===== src/rtl/instr_fetch_ctrl_if.sv =====
// Signal bundle between instr_fetch_ctrl and its environment: program load
// stream, instruction memory ports and fetched-instruction outputs.
interface instr_fetch_ctrl_if #(
  parameter int unsigned N_WORDS = 32,
  parameter int unsigned WIDTH   = 32
);
  localparam int unsigned IDX_W = (N_WORDS > 1) ? $clog2(N_WORDS) : 1;

  logic             load_start;
  logic             load_valid;
  logic [WIDTH-1:0] load_data;
  logic             load_last;
  logic             load_ready;
  logic             imem_we;
  logic [IDX_W-1:0] imem_waddr;
  logic [WIDTH-1:0] imem_wdata;
  logic [IDX_W-1:0] imem_raddr;
  logic [WIDTH-1:0] imem_rdata;
  logic             stall;
  logic             redirect;
  logic [WIDTH-1:0] redirect_pc;
  logic [WIDTH-1:0] pc;
  logic [WIDTH-1:0] instr;
  logic             instr_valid;
  logic             fault;

  modport master (
    output load_start, load_valid, load_data, load_last, imem_rdata,
           stall, redirect, redirect_pc,
    input  load_ready, imem_we, imem_waddr, imem_wdata, imem_raddr,
           pc, instr, instr_valid, fault
  );

  modport slave (
    input  load_start, load_valid, load_data, load_last, imem_rdata,
           stall, redirect, redirect_pc,
    output load_ready, imem_we, imem_waddr, imem_wdata, imem_raddr,
           pc, instr, instr_valid, fault
  );
endinterface


===== src/rtl/instr_fetch_ctrl.sv =====
// Instruction fetch controller: loads a program into instruction memory,
// then fetches sequentially with stall/redirect and sticky range faults.
module instr_fetch_ctrl #(
  parameter int unsigned      N_WORDS = 32,
  parameter int unsigned      WIDTH   = 32,
  parameter logic [WIDTH-1:0] BASE    = 32'h0040_0000
) (
  input  logic              clk,
  input  logic              rst_n,
  instr_fetch_ctrl_if.slave bus
);
  localparam int unsigned      IDX_W    = (N_WORDS > 1) ? $clog2(N_WORDS) : 1;
  localparam logic [WIDTH-1:0] SPAN     = WIDTH'(4 * N_WORDS);
  localparam logic [IDX_W-1:0] LAST_IDX = IDX_W'(N_WORDS - 1);

  typedef enum logic [1:0] {
    IDLE  = 2'd0,
    LOAD  = 2'd1,
    RUN   = 2'd2,
    FAULT = 2'd3
  } state_e;

  state_e           state_q, state_d;
  logic [IDX_W-1:0] wptr_q, wptr_d;
  logic [WIDTH-1:0] fetch_pc_q, fetch_pc_d;
  logic [WIDTH-1:0] pc_q, pc_d;
  logic [WIDTH-1:0] instr_q, instr_d;
  logic             instr_valid_q, instr_valid_d;
  logic             fault_q, fault_d;
  logic [WIDTH-1:0] offset_s;
  logic             legal_s;
  logic             accept_s;

  // The offset comparison alone also rejects addresses below BASE via wrap,
  // but the explicit lower bound keeps the intent readable.
  assign offset_s = fetch_pc_q - BASE;
  assign legal_s  = (fetch_pc_q >= BASE) && (offset_s < SPAN) && (fetch_pc_q[1:0] == 2'b00);
  assign accept_s = (state_q == LOAD) && bus.load_valid;

  assign bus.load_ready  = (state_q == LOAD);
  assign bus.imem_we     = accept_s;
  assign bus.imem_waddr  = wptr_q;
  assign bus.imem_wdata  = bus.load_data;
  assign bus.imem_raddr  = IDX_W'(offset_s >> 2);
  assign bus.pc          = pc_q;
  assign bus.instr       = instr_q;
  assign bus.instr_valid = instr_valid_q;
  assign bus.fault       = fault_q;

  // State and datapath registers with asynchronous reset.
  always_ff @(posedge clk or negedge rst_n) begin
    if (!rst_n) begin
      state_q       <= IDLE;
      wptr_q        <= {IDX_W{1'b0}};
      fetch_pc_q    <= BASE;
      pc_q          <= {WIDTH{1'b0}};
      instr_q       <= {WIDTH{1'b0}};
      instr_valid_q <= 1'b0;
      fault_q       <= 1'b0;
    end else begin
      state_q       <= state_d;
      wptr_q        <= wptr_d;
      fetch_pc_q    <= fetch_pc_d;
      pc_q          <= pc_d;
      instr_q       <= instr_d;
      instr_valid_q <= instr_valid_d;
      fault_q       <= fault_d;
    end
  end

  // Next-state logic; in RUN the priority is load_start > redirect > stall > fetch.
  always_comb begin
    state_d       = state_q;
    wptr_d        = wptr_q;
    fetch_pc_d    = fetch_pc_q;
    pc_d          = pc_q;
    instr_d       = instr_q;
    instr_valid_d = instr_valid_q;
    fault_d       = fault_q;
    case (state_q)
      IDLE: begin
        if (bus.load_start) begin
          state_d = LOAD;
          wptr_d  = {IDX_W{1'b0}};
        end else begin
          state_d = IDLE;
        end
      end
      LOAD: begin
        if (accept_s) begin
          wptr_d = wptr_q + IDX_W'(1);
          if (bus.load_last || (wptr_q == LAST_IDX)) begin
            state_d    = RUN;
            fetch_pc_d = BASE;
          end else begin
            state_d = LOAD;
          end
        end else begin
          state_d = LOAD;
        end
      end
      RUN: begin
        if (bus.load_start) begin
          state_d       = LOAD;
          wptr_d        = {IDX_W{1'b0}};
          instr_valid_d = 1'b0;
        end else if (bus.redirect) begin
          fetch_pc_d    = bus.redirect_pc;
          instr_valid_d = 1'b0;
        end else if (bus.stall) begin
          state_d = RUN;
        end else if (legal_s) begin
          instr_d       = bus.imem_rdata;
          pc_d          = fetch_pc_q;
          instr_valid_d = 1'b1;
          fetch_pc_d    = fetch_pc_q + WIDTH'(4);
        end else begin
          state_d       = FAULT;
          instr_valid_d = 1'b0;
          fault_d       = 1'b1;
          pc_d          = fetch_pc_q;
        end
      end
      FAULT: begin
        if (bus.load_start) begin
          state_d = LOAD;
          wptr_d  = {IDX_W{1'b0}};
          fault_d = 1'b0;
        end else begin
          state_d = FAULT;
        end
      end
      default: begin
        state_d = IDLE;
      end
    endcase
  end
endmodule


===== src/flat_wrapper.sv =====
// flat-port wrapper written by rule: the top's interface ports become plain ports
module instr_fetch_ctrl_flat 
#(
  parameter int unsigned      N_WORDS = 32,
  parameter int unsigned      WIDTH   = 32,
  parameter logic [WIDTH-1:0] BASE    = 32'h0040_0000
)
  (clk, rst_n, bus_load_start, bus_load_valid, bus_load_data, bus_load_last, bus_imem_rdata, bus_stall, bus_redirect, bus_redirect_pc, bus_load_ready, bus_imem_we, bus_imem_waddr, bus_imem_wdata, bus_imem_raddr, bus_pc, bus_instr, bus_instr_valid, bus_fault);
  instr_fetch_ctrl_if #(.N_WORDS(N_WORDS), .WIDTH(WIDTH)) bus_i ();
  input  logic clk;
  input  logic rst_n;
  input wire logic [$bits(bus_i.load_start)-1:0] bus_load_start;
  input wire logic [$bits(bus_i.load_valid)-1:0] bus_load_valid;
  input wire logic [$bits(bus_i.load_data)-1:0] bus_load_data;
  input wire logic [$bits(bus_i.load_last)-1:0] bus_load_last;
  input wire logic [$bits(bus_i.imem_rdata)-1:0] bus_imem_rdata;
  input wire logic [$bits(bus_i.stall)-1:0] bus_stall;
  input wire logic [$bits(bus_i.redirect)-1:0] bus_redirect;
  input wire logic [$bits(bus_i.redirect_pc)-1:0] bus_redirect_pc;
  output wire logic [$bits(bus_i.load_ready)-1:0] bus_load_ready;
  output wire logic [$bits(bus_i.imem_we)-1:0] bus_imem_we;
  output wire logic [$bits(bus_i.imem_waddr)-1:0] bus_imem_waddr;
  output wire logic [$bits(bus_i.imem_wdata)-1:0] bus_imem_wdata;
  output wire logic [$bits(bus_i.imem_raddr)-1:0] bus_imem_raddr;
  output wire logic [$bits(bus_i.pc)-1:0] bus_pc;
  output wire logic [$bits(bus_i.instr)-1:0] bus_instr;
  output wire logic [$bits(bus_i.instr_valid)-1:0] bus_instr_valid;
  output wire logic [$bits(bus_i.fault)-1:0] bus_fault;
  assign bus_i.load_start = bus_load_start;
  assign bus_i.load_valid = bus_load_valid;
  assign bus_i.load_data = bus_load_data;
  assign bus_i.load_last = bus_load_last;
  assign bus_i.imem_rdata = bus_imem_rdata;
  assign bus_i.stall = bus_stall;
  assign bus_i.redirect = bus_redirect;
  assign bus_i.redirect_pc = bus_redirect_pc;
  assign bus_load_ready = bus_i.load_ready;
  assign bus_imem_we = bus_i.imem_we;
  assign bus_imem_waddr = bus_i.imem_waddr;
  assign bus_imem_wdata = bus_i.imem_wdata;
  assign bus_imem_raddr = bus_i.imem_raddr;
  assign bus_pc = bus_i.pc;
  assign bus_instr = bus_i.instr;
  assign bus_instr_valid = bus_i.instr_valid;
  assign bus_fault = bus_i.fault;
  instr_fetch_ctrl #(.N_WORDS(N_WORDS), .WIDTH(WIDTH), .BASE(BASE)) u_core (.clk(clk), .rst_n(rst_n), .bus(bus_i));
endmodule

===== config.mk =====
export PLATFORM = sky130hd
export DESIGN_NAME = instr_fetch_ctrl_flat
export DESIGN_NICKNAME = d
export VERILOG_FILES = /design/src/rtl/instr_fetch_ctrl_if.sv /design/src/rtl/instr_fetch_ctrl.sv /design/src/flat_wrapper.sv
export SDC_FILE = /design/constraint.sdc
export NUM_CORES = 1
export LEC_CHECK = 0
export CORE_MARGIN = 2
export CORE_UTILIZATION = 43
export CTS_CLUSTER_DIAMETER = 50
export DETAILED_ROUTE_END_ITERATION = 16
export PLACE_DENSITY = 0.83
export SYNTH_ARGS = -nofsm -noshare
export SYNTH_HDL_FRONTEND = slang
export SYNTH_SLANG_ARGS = --single-unit

===== constraint.sdc =====
create_clock -name clk -period 3 [get_ports clk]
set_input_delay 0.6 -clock clk [delete_from_list [all_inputs] [get_ports clk]]
set_output_delay 0.6 -clock clk [all_outputs]
set_load 0.005 [all_outputs]

# --- Word level (Yosys, flattened, before mapping) ---
# Cells that the tools add are included.
word_totals:
  latch_bits: 0
  memories: 0
  word_cells: 77
  register_bits: 105
  mem_bits_ro: 0
  ram_bits: 0
  input_bits: 103
op_classes:
  n_bitwise: 3
  div: 0
  n_shift: 0
  order_cmp: 2
  n_eq_ne: 17
  n_addsub: 3
  n_reduce_logical: 16
  n_mul: 0
  mux: 29
ops:
  columns: ["cell", "n"]
  rows:
  - ["two-way mux 32 bit", 6]
  - ["case mux 32 bit (2 select lines)", 1]
  - ["adder 32 x 3 -> 32 bit, second input constant", 1]
  - [">= comparator 32 x 23 -> 1 bit, second input constant", 1]
  - ["< comparator 32 x 8 -> 1 bit, second input constant", 1]
  - ["subtractor 32 x 23 -> 32 bit, second input constant", 1]
  - ["two-way mux 2 bit", 7]
  - ["AND reduction 6 bit", 2]
  - ["two-way mux 1 bit", 10]
  - ["two-way mux 5 bit", 2]
  - ["inequality test 2 bit, second input constant", 5]
  - ["case mux 5 bit (2 select lines)", 1]
  - ["case mux 2 bit (4 select lines)", 1]
  - ["inequality test 2 x 1 -> 1 bit, second input constant", 3]
  - ["inequality test 3 x 2 -> 1 bit, second input constant", 2]
  - ["inequality test 3 bit, second input constant", 2]
  - ["AND reduction 2 bit", 3]
  - ["adder 5 x 1 -> 5 bit, second input constant", 1]
  - ["== test 5 bit, second input constant", 1]
  - ["AND reduction 5 bit", 1]
  - ["== test 2 bit, second input constant", 2]
  - ["logical NOT 2 bit", 2]
  - ["inequality test 4 bit, second input constant", 1]
  - ["AND reduction 4 bit", 1]
  - ["other kinds (7)", 12]

# --- Logic depth before layout (Yosys ltp) ---
# Gate-level depths: netlist (run 1).
depth:
  depth_word: 9
  ltp_mapped: 9
  depth_no_buf: 8

# --- Worst setup path before layout (run 1) ---
# OpenSTA, ideal clock, no wires.
synth_timing:
  kind: "in2reg"
  from: "in bus_redirect"
  to: "reg u_core.instr_q[10] (netlist: u_core.bus.instr[10])"
  setup_time_ns: 0.128
  slack_ns: 0.872
  cell_stages: 7
  arrival_ns: 2.001
  path_buffers: 2
  cell_sequence: "inv_2 nand2_2 nor3_1 nor2b_1 buf_2 buf_4 mux2_1"
synth_via:
  elab_chain_cells: 2
synth_rtl:
  columns: ["item", "line", "text"]
  rows:
  - ["from (decl)", "flat_wrapper.sv:18", "input wire logic [$bits(bus_i.redirect)-1:0] bus_redirect;"]
  - ["NOT 1 bit (no line)", null, null]
  - ["AND reduction 5 bit (no line)", null, null]
  - ["to (signal assigned)", "instr_fetch_ctrl.sv:57", "instr_q <= {WIDTH{1'b0}};"]
  - ["to (signal assigned)", "instr_fetch_ctrl.sv:65", "instr_q <= instr_d;"]
  - ["to (decl)", "instr_fetch_ctrl.sv:27", "logic [WIDTH-1:0] instr_q, instr_d;"]
# Every way passes these cells.
# A chain may end at the register's enable or synchronous reset.

# --- Worst setup path in the final report (run 1) ---
layout_timing:
  from: "reg u_core.state_q[1]"
  to: "out bus_imem_we"
layout_via:
  elab_chain_cells: 2
layout_rtl:
  columns: ["item", "line", "text"]
  rows:
  - ["from (decl)", "instr_fetch_ctrl.sv:23", "state_e state_q, state_d;"]
  - ["from (signal assigned)", "instr_fetch_ctrl.sv:61", "state_q <= state_d;"]
  - ["== test 2 x 1 -> 1 bit", "instr_fetch_ctrl.sv:38", "assign accept_s = (state_q == LOAD) && bus.load_valid;"]
  - ["logical AND 1 bit", "instr_fetch_ctrl.sv:38", null]
  - ["to (decl)", "flat_wrapper.sv:21", "output wire logic [$bits(bus_i.imem_we)-1:0] bus_imem_we;"]
# Every way passes these cells.

==> out/metrics.yaml, run 1 <==
ys_top_cells_by_area: "dfrtp_1, mux2_1, mux2_2"
tightestPinTransition_ns: 0.682
cts_sinks: 105
crit_path_start_kind: "flip-flop"
yosysSeqAreaShare: 0.525
cts_resized: 0
leakage_nw: 3.04
period_minus_slack_ns: 2.63
floorplan.initialDensity: 0.440
r2r-start: "u_core.bus.imem_waddr[0]$_DFFE_PN0P_"
fmax_mhz: 380
diodes: 0
gp_congestion: 0.867
finalSetupTns_ns: 0
viasPerCell: 5.57
yosysWarnings: 0
netlist_instances: 431
htreeDepth: 3
skew_ns: 0.0125
synth.distinct_cells: 52
die_h_um: 112
period_share: 0.877
synth_fp_nets: 541
maxSlewHeadroom: 0.545
antenna_found_initial: 0
p_per_area_mw_per_mm2: 611
drv_cap: 0
yosysTopAreaCell: "dfrtp_1"
crit_path_max_incr_delay_ns: 0.52
clk_latency_ns: 0.34
cp-end-kind: "output pin"
postRouteAntennaNets: 0
cts_setup_buffers: 0
cp.required_ns: 2.40
io_pins: 213
nets: 651
placed_cells: 673
preCtsSetupSlack_ns: 0.169
ys_async_sr_fraction: 1.00
cts_hold_buf: 0
synth_edf_count: 0
cts_tree: "built"
path_cells: "inv_1, ha_1, and2_1, clkdlybuf4s50_1"
synth_top_area_frac: 0.520
first_iter_violations: 252
irDropWorstVdd_mv: 0.371
status: "complete, no violations"
totalWireLength_mm: 12.1
nFillCells: 925
post_drt_wl_per_cell_um: 17.5
cp.arrival_ns: 2.03
rows: 39
setup_viol: 0
slowest_stage: "clkdlybuf4s50_1"
dr.pass1.iters: 5
grt_pass1_wl_mm: 19.9
cp_max_fo: 12
track_usage: 0.195
finalNonFillerCells: 689
ys_ff_latch: 105
vias: 3838
path_class: "flip-flop to output pin"
die_area_mm2: 0.0125
drive_above_1_share: 0.137
setup_ws_ns: 0.370
grt_max_degree: 43
grt-ovfl-total: 0
avgSynthCellArea_um2: 11.6
areaGrowthSynthToFinish_pct: 33.8
fin_total_pwr_mw: 4.09
hpwl_mm: 8.89
io_buffers: 148
hold_path_class: "input port to asynchronous set/reset pin"
cts_buffers: 9
clock_path_buffers: 2
hold_violations: 0
core-area_mm2: 0.0114
ys.flop_type: "dfrtp_1"
slew_viol_final: 0
synth_area_mm2: 0.00500
clockRootBuffer: "clkbuf_16"
die_w_um: 112
drc_errors: 0
cts.clk_slew.worst_paths_ns: 0.08
grt_pass1_vias: 3803
crit_path_start: "u_core.state_q[1]$_DFFE_PN0P_"
rsz0062_at_grt: "no"
-- where the power goes --
| group | internal, mW | leakage, nW | switching, mW |
|---|---|---|---|
| Clock | 0.684 | 0.156 | 0.535 |
| Sequential | 1.59 | 1.44 | 0.139 |
| Combinational | 0.580 | 1.44 | 0.566 |
| Total | 2.85 | 3.04 | 1.24 |
-- routing by layer --
metal | up-vias | GRT usage | wire length (um)
met5 | - | 0 | 0
met4 | 0 | 0.0609 | 201
met3 | 24 | 0.0381 | 883
met2 | 185 | 0.328 | 5960
met1 | 1885 | 0.255 | 5010
li1 | 1744 | - | -
-- registers in the layout (all words and copies together) (netlist names) --
name / count
u_core.bus.instr: 32
u_core.bus.fault: 1
u_core.fetch_pc_q: 32
u_core.bus.imem_waddr: 5
u_core.state_q: 2
u_core.bus.pc: 32
u_core.bus.instr_valid: 1
-- layout make-up --
| type | instances | area, um^2 | share of cell area |
|---|---|---|---|
| multi-input cells | 257 | 1960 | 0.293 |
| well taps | 143 | 179 | 0.0267 |
| inverters | 11 | 41.3 | 0.00617 |
| repair buffers | 157 | 1570 | 0.235 |
| clock buffers | 10 | 239 | 0.0357 |
| flip-flops and latches | 105 | 2630 | 0.393 |
| clock inverters | 6 | 72.6 | 0.0108 |
-- logic make-up after synthesis --
family                     after synthesis  synth area share
AOI/OAI and AO/OA                       77             0.106
buffers and inverters                   69            0.0848
DFF                                    105             0.525
adders and majority gates                7            0.0175
muxes                                   70             0.157
and+or+nand+nor                        103             0.110
-- through the flow --
| stage | hold slack (ns) | instance area, um^2 | util |
|---|---|---|---|
| 2_1_floorplan | 0.304 | 5000 | - |
| 3_3_place_gp | 0.463 | 6380 | 0.562 |
| 3_5_place_dp | 0.466 | 6380 | 0.562 |
| 4_1_cts | 0.234 | 6700 | 0.589 |
| 5_1_grt | 0.257 | 6700 | 0.589 |
| 6_report | 0.225 | 6700 | 0.589 |
-- Yosys cell counts (8+ instances only) --
library cell and count:
nand3_1 9, nor4_1 9, a21oi_1 15, dfrtp_1 104, buf_4 40, mux2_2 34
nand4_1 11, mux2_1 34, inv_1 10, clkbuf_1 10, nor3_1 8, nand2_1 33
o21ai_1 17
-- critical path, delay by kind of cell, from the launching register on --
family	cells	cell delay, ns
buffers and inverters	2	0.62
DFF	1	0.44
adders and majority gates	1	0.37
and+or+nand+nor	1	0.26
-- worst paths after layout --
check / to / slack (ns) / depth (start not counted)
worst max-delay path: bus_imem_we / 0.37 / 4
worst min-delay path: u_core.fetch_pc_q[11]$_DFFE_PN0P_ / 0.23 / 1
worst max register to register: u_core.fetch_pc_q[6]$_DFFE_PN0P_ / 0.43 / 9
worst min register to register: u_core.bus.instr_valid$_DFFE_PN0P_ / 0.48 / 1
max in group asynchronous: u_core.bus.instr[25]$_DFFE_PN0P_ / 2.01 / 2
min in group clk: u_core.bus.instr_valid$_DFFE_PN0P_ / 0.48 / 1
-- placed cells by master, fill, tap and decap left out, types with 4 or more instances in the layout --
cell type | netlist | routed
clkdlybuf4s50_1 | 0 | 147
dfrtp_1 | 104 | 104
mux2_1 | 34 | 34
mux2_2 | 34 | 34
nand2_1 | 33 | 33
o21ai_1 | 17 | 17
a21oi_1 | 15 | 15
nand4_1 | 11 | 11
inv_1 | 10 | 10
nor4_1 | 9 | 9
nand3_1 | 9 | 9
clkbuf_16 | 0 | 9
buf_4 | 40 | 8
and3_1 | 7 | 7
nor3_1 | 8 | 7
nor2_1 | 7 | 7
ha_1 | 7 | 7
a21bo_2 | 6 | 6
o21ai_0 | 5 | 5
a2bb2oi_1 | 4 | 4
o22ai_1 | 4 | 4
a22o_1 | 4 | 4
No activity file was read; power rests on OpenSTA's default activity.
==> run 2, diff against run 1 <==
- CTS_CLUSTER_SIZE: not set -> 8
==> results of run 2 <==
No change in the layout: final DEF, timing and power equal those of run 1.
